==> config.mk <==
export PLATFORM = sky130hd
export DESIGN_NAME = sll
export DESIGN_NICKNAME = d
export VERILOG_FILES = /design/src/rtl/sll.sv
export SDC_FILE = /design/constraint.sdc
export NUM_CORES = 1
export LEC_CHECK = 0
export ABC_AREA = 1
export CAP_MARGIN = 40
export CORE_UTILIZATION = 40
export DETAILED_ROUTE_END_ITERATION = 6
export PLACE_DENSITY = 0.78
export SLEW_MARGIN = 5
export SYNTH_ARGS = -nofsm -noshare
export SYNTH_HDL_FRONTEND = slang
export SYNTH_SLANG_ARGS = --single-unit
==> constraint.sdc <==
create_clock -name clk -period 0.9 [get_ports clk]
set_clock_uncertainty 0.1 [all_clocks]
set_input_delay 0.135 -clock clk [delete_from_list [all_inputs] [get_ports clk]]
set_output_delay 0.135 -clock clk [all_outputs]
set_load 0.005 [all_outputs]
==> src/rtl/sll.sv <==
// Shift-left-logical ALU unit: log2 barrel shifter with a registered result.
// Each accepted operation yields Y one cycle later; Y holds while idle.
module sll #(
    parameter int WIDTH   = 64,
    parameter int SHAMT_W = 5
) (
    input  logic               clk,
    input  logic               rst_n,
    input  logic               in_valid,
    input  logic [WIDTH-1:0]   A,
    input  logic [SHAMT_W-1:0] B,
    output logic               out_valid,
    output logic [WIDTH-1:0]   Y
);

    logic [SHAMT_W:0][WIDTH-1:0] w_stage;
    logic [WIDTH-1:0]            r_y;
    logic                        r_out_valid;

    assign w_stage[0] = A;

    // Stage k conditionally shifts by 2**k, selected by B[k].
    for (genvar k = 0; k < SHAMT_W; k++) begin : g_stage
        localparam int SH = 1 << k;
        assign w_stage[k+1] = B[k] ? (w_stage[k] << SH) : w_stage[k];
    end

    // Y only loads on accept, so unknown operands while idle never reach it.
    always_ff @(posedge clk or negedge rst_n) begin
        if (!rst_n) begin
            r_y         <= '0;
            r_out_valid <= 1'b0;
        end else begin
            r_out_valid <= in_valid;
            if (in_valid)
                r_y <= w_stage[SHAMT_W];
        end
    end

    assign Y         = r_y;
    assign out_valid = r_out_valid;

endmodule

==> impl_metrics.csv, run 1 <==
group,metric,value,unit
clocking,clk_path_buf_depth,2,
place,dpl_cell_area,7130,µm²
place,place_ws,-0.691,ns
logic_synthesis,yosys_warnings,0,
logic_synthesis,synth_area,5460,µm²
clocking,cts.sinks,65,
logic_synthesis,synth_cell_type_count,19,
place,place.port_buffers,136,
outcome,firstError,"[ERROR DPL-0038] Utilization greater than 100%, impossible to legalize",
logic_synthesis,synth_top_area_share,45.8,%
outcome,stop_stage,"global routing (5_1_grt)",
sta,worst_endpoint,"Y[48]",
clocking,numCtsBuffers,9,
logic_synthesis,ys_ff_latch,65,
place,routabilityCongestion,1.03,
logic_synthesis,synthCells,881,
global_route,grt_max_degree,66,
clocking,root_buffer,"clkbuf_16",
clocking,htreeDepth,3,
logic_synthesis,synth_area_per_cell,6.20,µm²
place,hpwl,15400,µm
logic_synthesis,synth_area_leaders,"nand3_1 (46%), dfrtp_1 (30%), nand2_1 (15%)",
die,ios,137,
sta,worst_endpoint_kind,"output port",
outcome,status,"stopped before the end",
logic_synthesis,synth_nets,953,
die,initial_core_util,41.1,%
logic_synthesis,yosysTopAreaCell,"nand3_1",
die,fp.dieW,119,µm
die,num_rows,42,
logic_synthesis,yosysSeqAreaShare,29.8,%
die,die_y,119,µm
stage by stage:
step,std cells,hold WS [ns]
3_3_place_gp,1158,0.0786
2_1_floorplan,881,-0.261
3_5_place_dp,1158,0.0756
4_1_cts,1236,0.227
cell families after synthesis:
| kind of cell | after synthesis | share of synthesized area (%) |
|---|---|---|
| and+or+nand+nor | 727 | 61.6 |
| buffers and inverters | 78 | 7.47 |
| AOI/OAI and AO/OA | 11 | 1.17 |
| DFF | 65 | 29.8 |
timing repair:
item / CTS
pin swaps: 232
resized for setup: 1020
endpoints found under the hold margin: 66
endpoints found under the setup margin: 129
hold buffers: 2
cloned: 33
buffers inserted: 28
cell usage after synthesis:
master,instances
a22oi_1,1
a22o_1,1
dfrtp_1,65
inv_2,3
inv_1,4
inv_6,1
o21ai_1,2
a21oi_1,2
buf_2,19
o21a_1,1
o21ai_0,4
buf_4,11
buf_1,19
clkbuf_1,15
buf_6,6
nand2_1,219
nand3_1,500
nor2_1,5
nand4_1,3
==> run 2, diff against run 1 <==
- CORE_UTILIZATION: 40 -> 25
- PLACE_DENSITY: 0.78 -> default
- PLACE_DENSITY_LB_ADDON: default -> 0.15
==> impl_metrics.csv, run 2 <==
group,metric,value,unit
route,via_count,8351,
die,die_area,22400,µm²
outcome,status,"complete, but fails checks",
global_route,grt_pass1_wl,53700,µm
logic_synthesis,synth_nets,953,
route,drt-initial-drc-count,671,
logic_synthesis,synthFlopType,"dfrtp_1",
logic_synthesis,yosysTopAreaCell,"nand3_1",
sta,hold_violations,0,
job,maxCapViolations,0,
logic_synthesis,synth_most_common_cell,"nand3_1",
sta,slew_headroom,62.3,%
route,vias_per_cell,6.13,
global_route,grt_pass1_vias,8958,
sta,min_period,1.31,ns
logic_synthesis,synth_area_per_cell,6.20,µm²
finish,instances_no_fill,1362,
logic_synthesis,yosys_warnings,0,
logic_synthesis,synth_area_leaders,"nand3_1 (46%), dfrtp_1 (30%), nand2_1 (15%)",
route,wl_met3,2830,µm
clocking,clk_path_buf_depth,2,
finish,final_cell_mix,"nand3_4 (239), nand3_2 (185), nand2_1 (114)",
worst_setup_path,path_max_fanout,5,
finish,area_delta_synth_final,148,%
clocking,root_buffer,"clkbuf_16",
global_route,grt_max_degree,65,
finish,final_common_cell,"nand3_4",
global_route,grt_usage,32.3,%
finish,nets,1153,
power_and_ir_drop,p_total,15.2,mW
global_route,grt_antenna_before_repair,1,
route,routed.top_layer,"met4",
logic_synthesis,synthCells,881,
global_route,grt_overflow,0,
place,routabilityCongestion,0.863,
die,coreArea,21200,µm²
power_and_ir_drop,powerDensity,1120,nW/µm²
die,die_y,150,µm
clocking,clk_pin_slew,0.06,ns
sta,setup_violations,129,
place,place.port_buffers,136,
power_and_ir_drop,peakVddDrop,1.10,mV
logic_synthesis,synth_compound_area_share,1.17,%
sta,rsz0062_at_grt,"yes",
worst_setup_path,arrival,1.39,ns
route,wl_per_cell,27.1,µm
route,wl_met2,18000,µm
clocking,numCtsBuffers,9,
worst_setup_path,setup.worst_path.start_class,"input port",
worst_hold_path,min_path_type,"in -> async",
clocking,cts_tree,"yes",
place,dpl_cell_area,7480,µm²
power_and_ir_drop,p_leak,5.60,nW
sta,fmax,764,MHz
logic_synthesis,synthTopCellsByCount,"nand3_1 (500), nand2_1 (219), dfrtp_1 (65)",
clocking,clk_latency,0.34,ns
logic_synthesis,synth_adder_area_share,0,%
sta,finalMaxSlewViolations,0,
logic_synthesis,synth-simple-area-share,61.6,%
finish,fin_area,13600,µm²
route,routed_wl,36800,µm
clocking,cts.sinks,65,
logic_synthesis,synthMuxAreaShare,0,%
die,initial_core_util,25.7,%
logic_synthesis,synth_top_area_share,45.8,%
outcome,violations,"setup timing",
worst_setup_path,critPathCaptureType,"flop",
place,dp_cells,1279,
route,ant_nets,0,
route,drcViolationCount,0,
die,ios,137,
worst_setup_path,path_class,"in -> reg",
sta,fin_ws,-0.410,ns
worst_setup_path,required,0.98,ns
logic_synthesis,synth_cell_type_count,19,
sta,worst_pin_slew,0.566,ns
route,wl_met1,13300,µm
sta,post-route-period-util,146,%
logic_synthesis,yosys.area_share.xor_xnor,0,%
logic_synthesis,async_flop_share,100,%
die,num_rows,53,
logic_synthesis,yosysSeqAreaShare,29.8,%
logic_synthesis,synth_top_family_by_area,"simple AND/OR/NAND/NOR gates",
logic_synthesis,synth_edf_count,0,
finish,drive_gt1_share,69.4,%
die,fp.dieW,150,µm
place,hpwl,18100,µm
logic_synthesis,ys_ff_latch,65,
logic_synthesis,synth_area,5460,µm²
clocking,htreeDepth,3,
finish,largest_register_ffs,64,
route,drtPass1Iterations,5,
run 2: worst paths after layout:
path                        from    end  slack, ns  depth (start not counted)
setup / recovery            B[0]  Y[37]      -0.41                          9
hold / removal             rst_n   Y[3]       0.23                          3
setup reg to reg           Y[37]  Y[37]      -0.11                          2
hold reg to reg            Y[15]  Y[15]       0.38                          2
max in group asynchronous  rst_n  Y[21]       0.27                          3
min in group clk            B[3]  Y[38]       0.25                          5
run 2: cell families (layout without fill, tap and decap cells):
logic type             after synthesis  after routing
AO/OA/AOI/OAI                       11             11
buffers and inverters               78            283
flip-flops                          65             65
other                                0              1
AND/OR/NAND/NOR                    727            727
run 2: per-stage QoR:
stage	setup TNS [ns]	hold slack, ns	util [%]	setup slack [ns]
floorplan	-13.29	-0.261	-	-0.229
global placement	-60.31	0.0574	35.2	-0.831
detailed placement	-60.40	0.0586	35.2	-0.837
CTS	-22.57	0.207	61.1	-0.263
global route	-30.98	0.258	63.9	-0.424
finish	-27.96	0.227	63.9	-0.410
run 2: critical path, stage by stage:
cell	delay, ns
buf_16	0.13
buf_16	0.16
buf_16	0.17
nand2_8	0.08
nand3_4	0.11
nand3_4	0.18
nand3_4	0.12
nand3_2	0.10
nand3_2	0.16
run 2: final cells by class:
type | instances | area, µm²
clock inverters | 4 | 97.6
clock buffers | 12 | 267
flip-flops and latches | 65 | 1630
multi-input cells | 738 | 8230
fillers | 1526 | 7670
repair inverters | 1 | 20.0
inverters | 8 | 75.1
repair buffers | 258 | 2880
diodes | 1 | 2.50
well taps | 275 | 344
run 2: where the power goes:
part           leakage [nW]  switching, mW  internal (mW)
registers             0.816          0.324           3.30
logic                  4.61           4.30           2.98
clock network         0.175           1.42           2.93
total                  5.60           6.04           9.21
run 2: routing by layer:
metal | vias up | global-route usage (%)
met3 | 204 | 7.07
met4 | 0 | 23.5
li1 | 3569 | -
met5 | - | 0
met1 | 4070 | 35.9
met2 | 508 | 54.1
run 2: repair_timing:
action	4_1_cts	5_1_grt
pin swaps	268	76
setup buffers	23	13
endpoints found under the setup margin	129	129
cloned	28	0
endpoints found under the hold margin	66	0
resized for setup	1195	72
hold buffers	2	0
Note: power is estimated with default switching activity, not from simulation.
==> run 3, diff against run 2 <==
- CORE_MARGIN: default -> 2
- CTS_CLUSTER_SIZE: default -> 25
- PLACE_DENSITY: default -> 0.43
- PLACE_DENSITY_LB_ADDON: 0.15 -> default
==> impl_metrics.csv, run 3 (synthesis gave the netlist of run 2 again) <==
group,metric,value,unit
die,num_rows,54,
global_route,grt_antenna_before_repair,0,
global_route,grt_max_degree,38,
route,ant_nets,0,
place,place_ws,-0.814,ns
outcome,status,"complete, but fails checks",
worst_setup_path,path_cells,"buf_2",
power_and_ir_drop,p_leak,5.32,nW
power_and_ir_drop,peakVddDrop,0.768,mV
die,coreArea,21600,µm²
worst_setup_path,critPathCaptureType,"output port",
sta,holdWs,0.0645,ns
finish,largest_register_ffs,64,
clocking,clk_latency,0.34,ns
sta,slew_headroom,77.1,%
sta,fin_ws,-0.269,ns
die,fp.dieW,152,µm
worst_setup_path,r2r.worst_path.cells,2,
die,ios,137,
power_and_ir_drop,powerDensity,1100,nW/µm²
finish,drive_gt1_share,66.7,%
clocking,htreeDepth,3,
worst_setup_path,critPathTopFamily,"flip-flops",
route,wl_per_cell,23.7,µm
clocking,root_buffer,"clkbuf_16",
global_route,grt_usage,25.1,%
route,drt-initial-drc-count,587,
die,die_area,23000,µm²
outcome,violations,"setup timing",
clocking,clk_pin_slew,0.06,ns
worst_setup_path,r2r_slack,-0.05,ns
sta,min_period,1.17,ns
worst_setup_path,path_class,"reg -> out",
clocking,clk_path_buf_depth,2,
worst_setup_path,arrival,0.93,ns
clocking,cts_tree,"yes",
sta,post-route-period-util,130,%
global_route,grt_pass1_vias,7595,
route,via_count,7878,
worst_setup_path,reg2reg_to,"Y[0]",
worst_setup_path,required,0.66,ns
worst_setup_path,path_buf_inv,1,
worst_setup_path,path_max_fanout,2,
finish,nets,1161,
job,maxCapViolations,0,
worst_setup_path,critPathMaxStageDelay,0.43,ns
finish,area_delta_synth_final,130,%
place,routabilityCongestion,0.900,
sta,setup_violations,129,
route,drcViolationCount,0,
place,hpwl,19700,µm
finish,final_core_util,58.0,%
sta,rsz0062_at_grt,"yes",
die,initial_core_util,25.3,%
route,vias_per_cell,5.74,
finish,final_common_cell,"nand3_2",
global_route,grt_pass1_wl,43400,µm
worst_hold_path,min_path_type,"in -> async",
worst_setup_path,cp_slowest_cell,"dfrtp_1",
clocking,cts.sinks,65,
sta,finalMaxSlewViolations,0,
route,drtPass1Iterations,7,
clocking,numCtsBuffers,9,
sta,fmax,856,MHz
place,place.port_buffers,136,
sta,hold_violations,0,
die,die_y,152,µm
sta,worst_pin_slew,0.343,ns
worst_setup_path,setup.worst_path.start_class,"flop",
route,routed_wl,32600,µm
worst_setup_path,reg2reg_from,"Y[0]",
global_route,grt_overflow,0,
finish,antennaDiodeCount,0,
finish,final_cell_mix,"nand3_2 (212), nand3_4 (176), nand3_1 (112)",
run 3: changes by cell type in the layout (fill, tap and decap cells not counted), moves of 5 or more:
cell,before,now
buf_12,23,29
buf_16,30,16
buf_4,56,63
clkbuf_16,9,17
clkdlybuf4s50_1,7,13
dlygate4sd2_1,57,48
nand2_1,114,109
nand2_2,40,76
nand2_4,37,20
nand2_8,28,14
nand3_1,76,112
nand3_2,185,212
nand3_4,239,176
run 3: metal layers:
| metal | wire [µm] | vias up | global-route usage (%) | share of wire (%) |
|---|---|---|---|---|
| met5 | 0 | - | 0 | 0 |
| met4 | 1370 | 0 | 5.93 | 4.2 |
| met3 | 1790 | 93 | 3.98 | 5.5 |
| met2 | 16300 | 291 | 43.7 | 50 |
| met1 | 13100 | 3901 | 32.5 | 40 |
| li1 | - | 3593 | - | - |
run 3: report_power, final:
part / switching [mW] / internal (mW) / total [mW] / leakage, nW
Clock: 1.32 / 2.43 / 3.74 / 0.158
Sequential: 0.328 / 3.30 / 3.62 / 0.817
Combinational: 3.72 / 2.71 / 6.43 / 4.35
Total: 5.37 / 8.43 / 13.8 / 5.32
run 3: timing repair:
item                                    CTS  global route
hold endpoints to repair                 66             0
gates cloned                             13             9
endpoints found under the setup margin  129           129
buffers inserted                         20            16
gates resized for setup                 789           315
hold buffers                              2             0
pin swaps                                93            79
run 3: cell type report:
type / instances / area, µm²
clock inverters: 2 / 35.0
fillers: 1823 / 9080
well taps: 280 / 350
multi-input cells: 738 / 7310
clock buffers: 13 / 280
flip-flops and latches: 65 / 1630
repair buffers: 267 / 2870
inverters: 8 / 63.8
run 3: per-stage QoR:
| step | instances | setup TNS (ns) | area [µm²] | total power, mW |
|---|---|---|---|---|
| global route | 1373 | -26.80 | 12500 | 14.4 |
| floorplan | 881 | -13.29 | 5520 | 5.42 |
| CTS | 1350 | -21.40 | 10400 | 12.5 |
| detailed placement | 1300 | -56.08 | 7680 | 7.68 |
| finish | 1373 | -23.25 | 12500 | 13.8 |
| global placement | 1300 | -56.15 | 7680 | 7.72 |
run 3: worst max path at each step:
stage | end | start | slack, ns | cells past startpoint
final | Y[33] | Y[33] | -0.27 | 1
after global routing | Y[33] | Y[33] | -0.27 | 1
after CTS | Y[44] | Y[44] | -0.26 | 1
after detailed placement | Y[27] | A[0] | -0.81 | 7
after global placement | Y[27] | A[0] | -0.85 | 7
after floorplan | Y[47] | B[0] | -0.23 | 9
==> run 4, diff against run 3 <==
- SKIP_CTS_REPAIR_TIMING: default -> 1
==> impl_metrics.csv, run 4 (synthesis gave the netlist of run 2 again) <==
group,metric,value,unit
sta,min_period,1.15,ns
finish,drive_gt1_share,61.9,%
power_and_ir_drop,p_leak,5.44,nW
sta,fmax,868,MHz
sta,hold_violations,0,
finish,regArea,1630,µm²
global_route,grt_overflow,0,
place,place.port_buffers,136,
worst_setup_path,critPathCaptureType,"flop",
clocking,htreeDepth,3,
power_and_ir_drop,clkPwrFrac,28.9,%
finish,final_common_cell,"nand3_2",
worst_setup_path,reg2reg_from,"Y[16]",
worst_setup_path,path_cells,"buf_16 > inv_16 > clkbuf_16 > nand2_4 > nand3_2 > nand3_2 > nand3_4 > buf_4 > nand3_2 > nand3_1",
worst_setup_path,path_buf_inv,4,
route,wl_per_cell,22.4,µm
worst_setup_path,path_class,"in -> reg",
sta,finalMaxSlewViolations,0,
power_and_ir_drop,netSwitchingFraction,37.4,%
sta,post-route-period-util,128,%
power_and_ir_drop,internal_power,8.07,mW
clocking,clk_pin_slew,0.05,ns
route,drt-initial-drc-count,585,
die,die_y,152,µm
place,hpwl,19700,µm
worst_setup_path,reg2reg_to,"Y[16]",
worst_hold_path,min_path_type,"in -> async",
global_route,grt_usage,21.8,%
sta,setup_violations,129,
worst_setup_path,critPathMaxStageDelay,0.17,ns
job,maxCapViolations,0,
place,dp_cells,1300,
sta,worst_pin_slew,0.270,ns
global_route,grt_pass1_vias,6727,
route,drcViolationCount,0,
worst_setup_path,r2r_slack,-0.09,ns
power_and_ir_drop,p_total,12.9,mW
worst_setup_path,path_max_fanout,8,
die,fp.dieW,152,µm
clocking,cts.sinks,65,
finish,multiInputGateArea,6170,µm²
global_route,grt_max_degree,49,
finish,instances_no_fill,1358,
power_and_ir_drop,power_switching,4.81,mW
power_and_ir_drop,powerDensity,1140,nW/µm²
worst_setup_path,setup.worst_path.start_class,"input port",
finish,largest_register_ffs,64,
die,coreArea,21600,µm²
finish,nets,1146,
worst_setup_path,cp_slowest_cell,"clkbuf_16",
finish,final_cell_mix,"nand3_2 (272), nand3_1 (155), nand2_1 (108)",
route,ant_nets,0,
place,routabilityCongestion,0.900,
finish,antennaDiodeCount,0,
worst_setup_path,required,1.01,ns
die,ios,137,
die,num_rows,54,
route,drtPass1Iterations,5,
sta,rsz0062_at_grt,"yes",
clocking,numCtsBuffers,9,
worst_setup_path,crit_top_cell,"nand3_2",
worst_setup_path,r2r.worst_path.cells,3,
power_and_ir_drop,peakVddDrop,0.738,mV
route,routed_wl,30400,µm
sta,fin_ws,-0.252,ns
outcome,status,"complete, but fails checks",
clocking,root_buffer,"clkbuf_16",
worst_setup_path,critPathTopFamily,"simple AND/OR/NAND/NOR gates",
sta,slew_headroom,81.9,%
power_and_ir_drop,comb_power_share,42.9,%
clocking,clk_latency,0.34,ns
route,via_count,7598,
route,vias_per_cell,5.59,
clocking,clk_path_buf_depth,2,
outcome,violations,"setup timing",
die,die_area,23000,µm²
clocking,cts_tree,"yes",
finish,final_core_util,52.4,%
finish,fillers,1993,
global_route,grt_pass1_wl,37800,µm
power_and_ir_drop,seqPwrFrac,28.2,%
worst_setup_path,arrival,1.26,ns
global_route,grt_antenna_before_repair,1,
die,initial_core_util,25.3,%
finish,area_delta_synth_final,107,%
run 4: worst max path at each step:
stage,start,endpoint,slack [ns],cells past startpoint
after floorplan,B[0],Y[47],-0.23,9
after global placement,A[0],Y[27],-0.85,7
after detailed placement,A[0],Y[27],-0.81,7
after CTS,Y[40],Y[40],-0.63,1
after global routing,B[0],Y[38],-0.27,10
final,B[0],Y[37],-0.25,10
run 4: layout make-up:
class / count / area share (%)
Clock inverter: 2 / 0.309
Tap cell: 280 / 3.09
Clock buffer: 13 / 2.47
Inverter: 8 / 0.586
Timing Repair Buffer: 252 / 24.7
Sequential cell: 65 / 14.4
Multi-Input combinational cell: 738 / 54.5
run 4: routing by layer:
layer / up-vias / part of all wire [%] / track usage [%]
li1: 3519 / - / -
met5: - / 0.040 / 0
met1: 3710 / 41 / 28.6
met2: 298 / 49 / 37.0
met4: 2 / 3.1 / 5.32
met3: 69 / 6.3 / 3.95
run 4: power by group through the flow:
stage	logic (mW)	clock network [mW]	registers, mW
6_report	5.53	3.72	3.63
5_1_grt	5.92	3.92	3.66
3_3_place_gp	4.02	0	3.70
2_1_floorplan	1.86	0	3.56
4_1_cts	4.04	3.78	3.63
3_5_place_dp	4.01	0	3.66
run 4: per-stage QoR:
stage | setup TNS, ns | instance area (µm²) | worst slack, ns | hold slack (ns)
6_report | -20.72 | 11300 | -0.252 | 0.0618
3_5_place_dp | -56.08 | 7680 | -0.814 | -0.113
5_1_grt | -25.44 | 11300 | -0.272 | 0.0743
3_3_place_gp | -56.15 | 7680 | -0.851 | -0.111
2_1_floorplan | -13.29 | 5520 | -0.229 | -0.261
4_1_cts | -58.01 | 8000 | -0.630 | -0.473
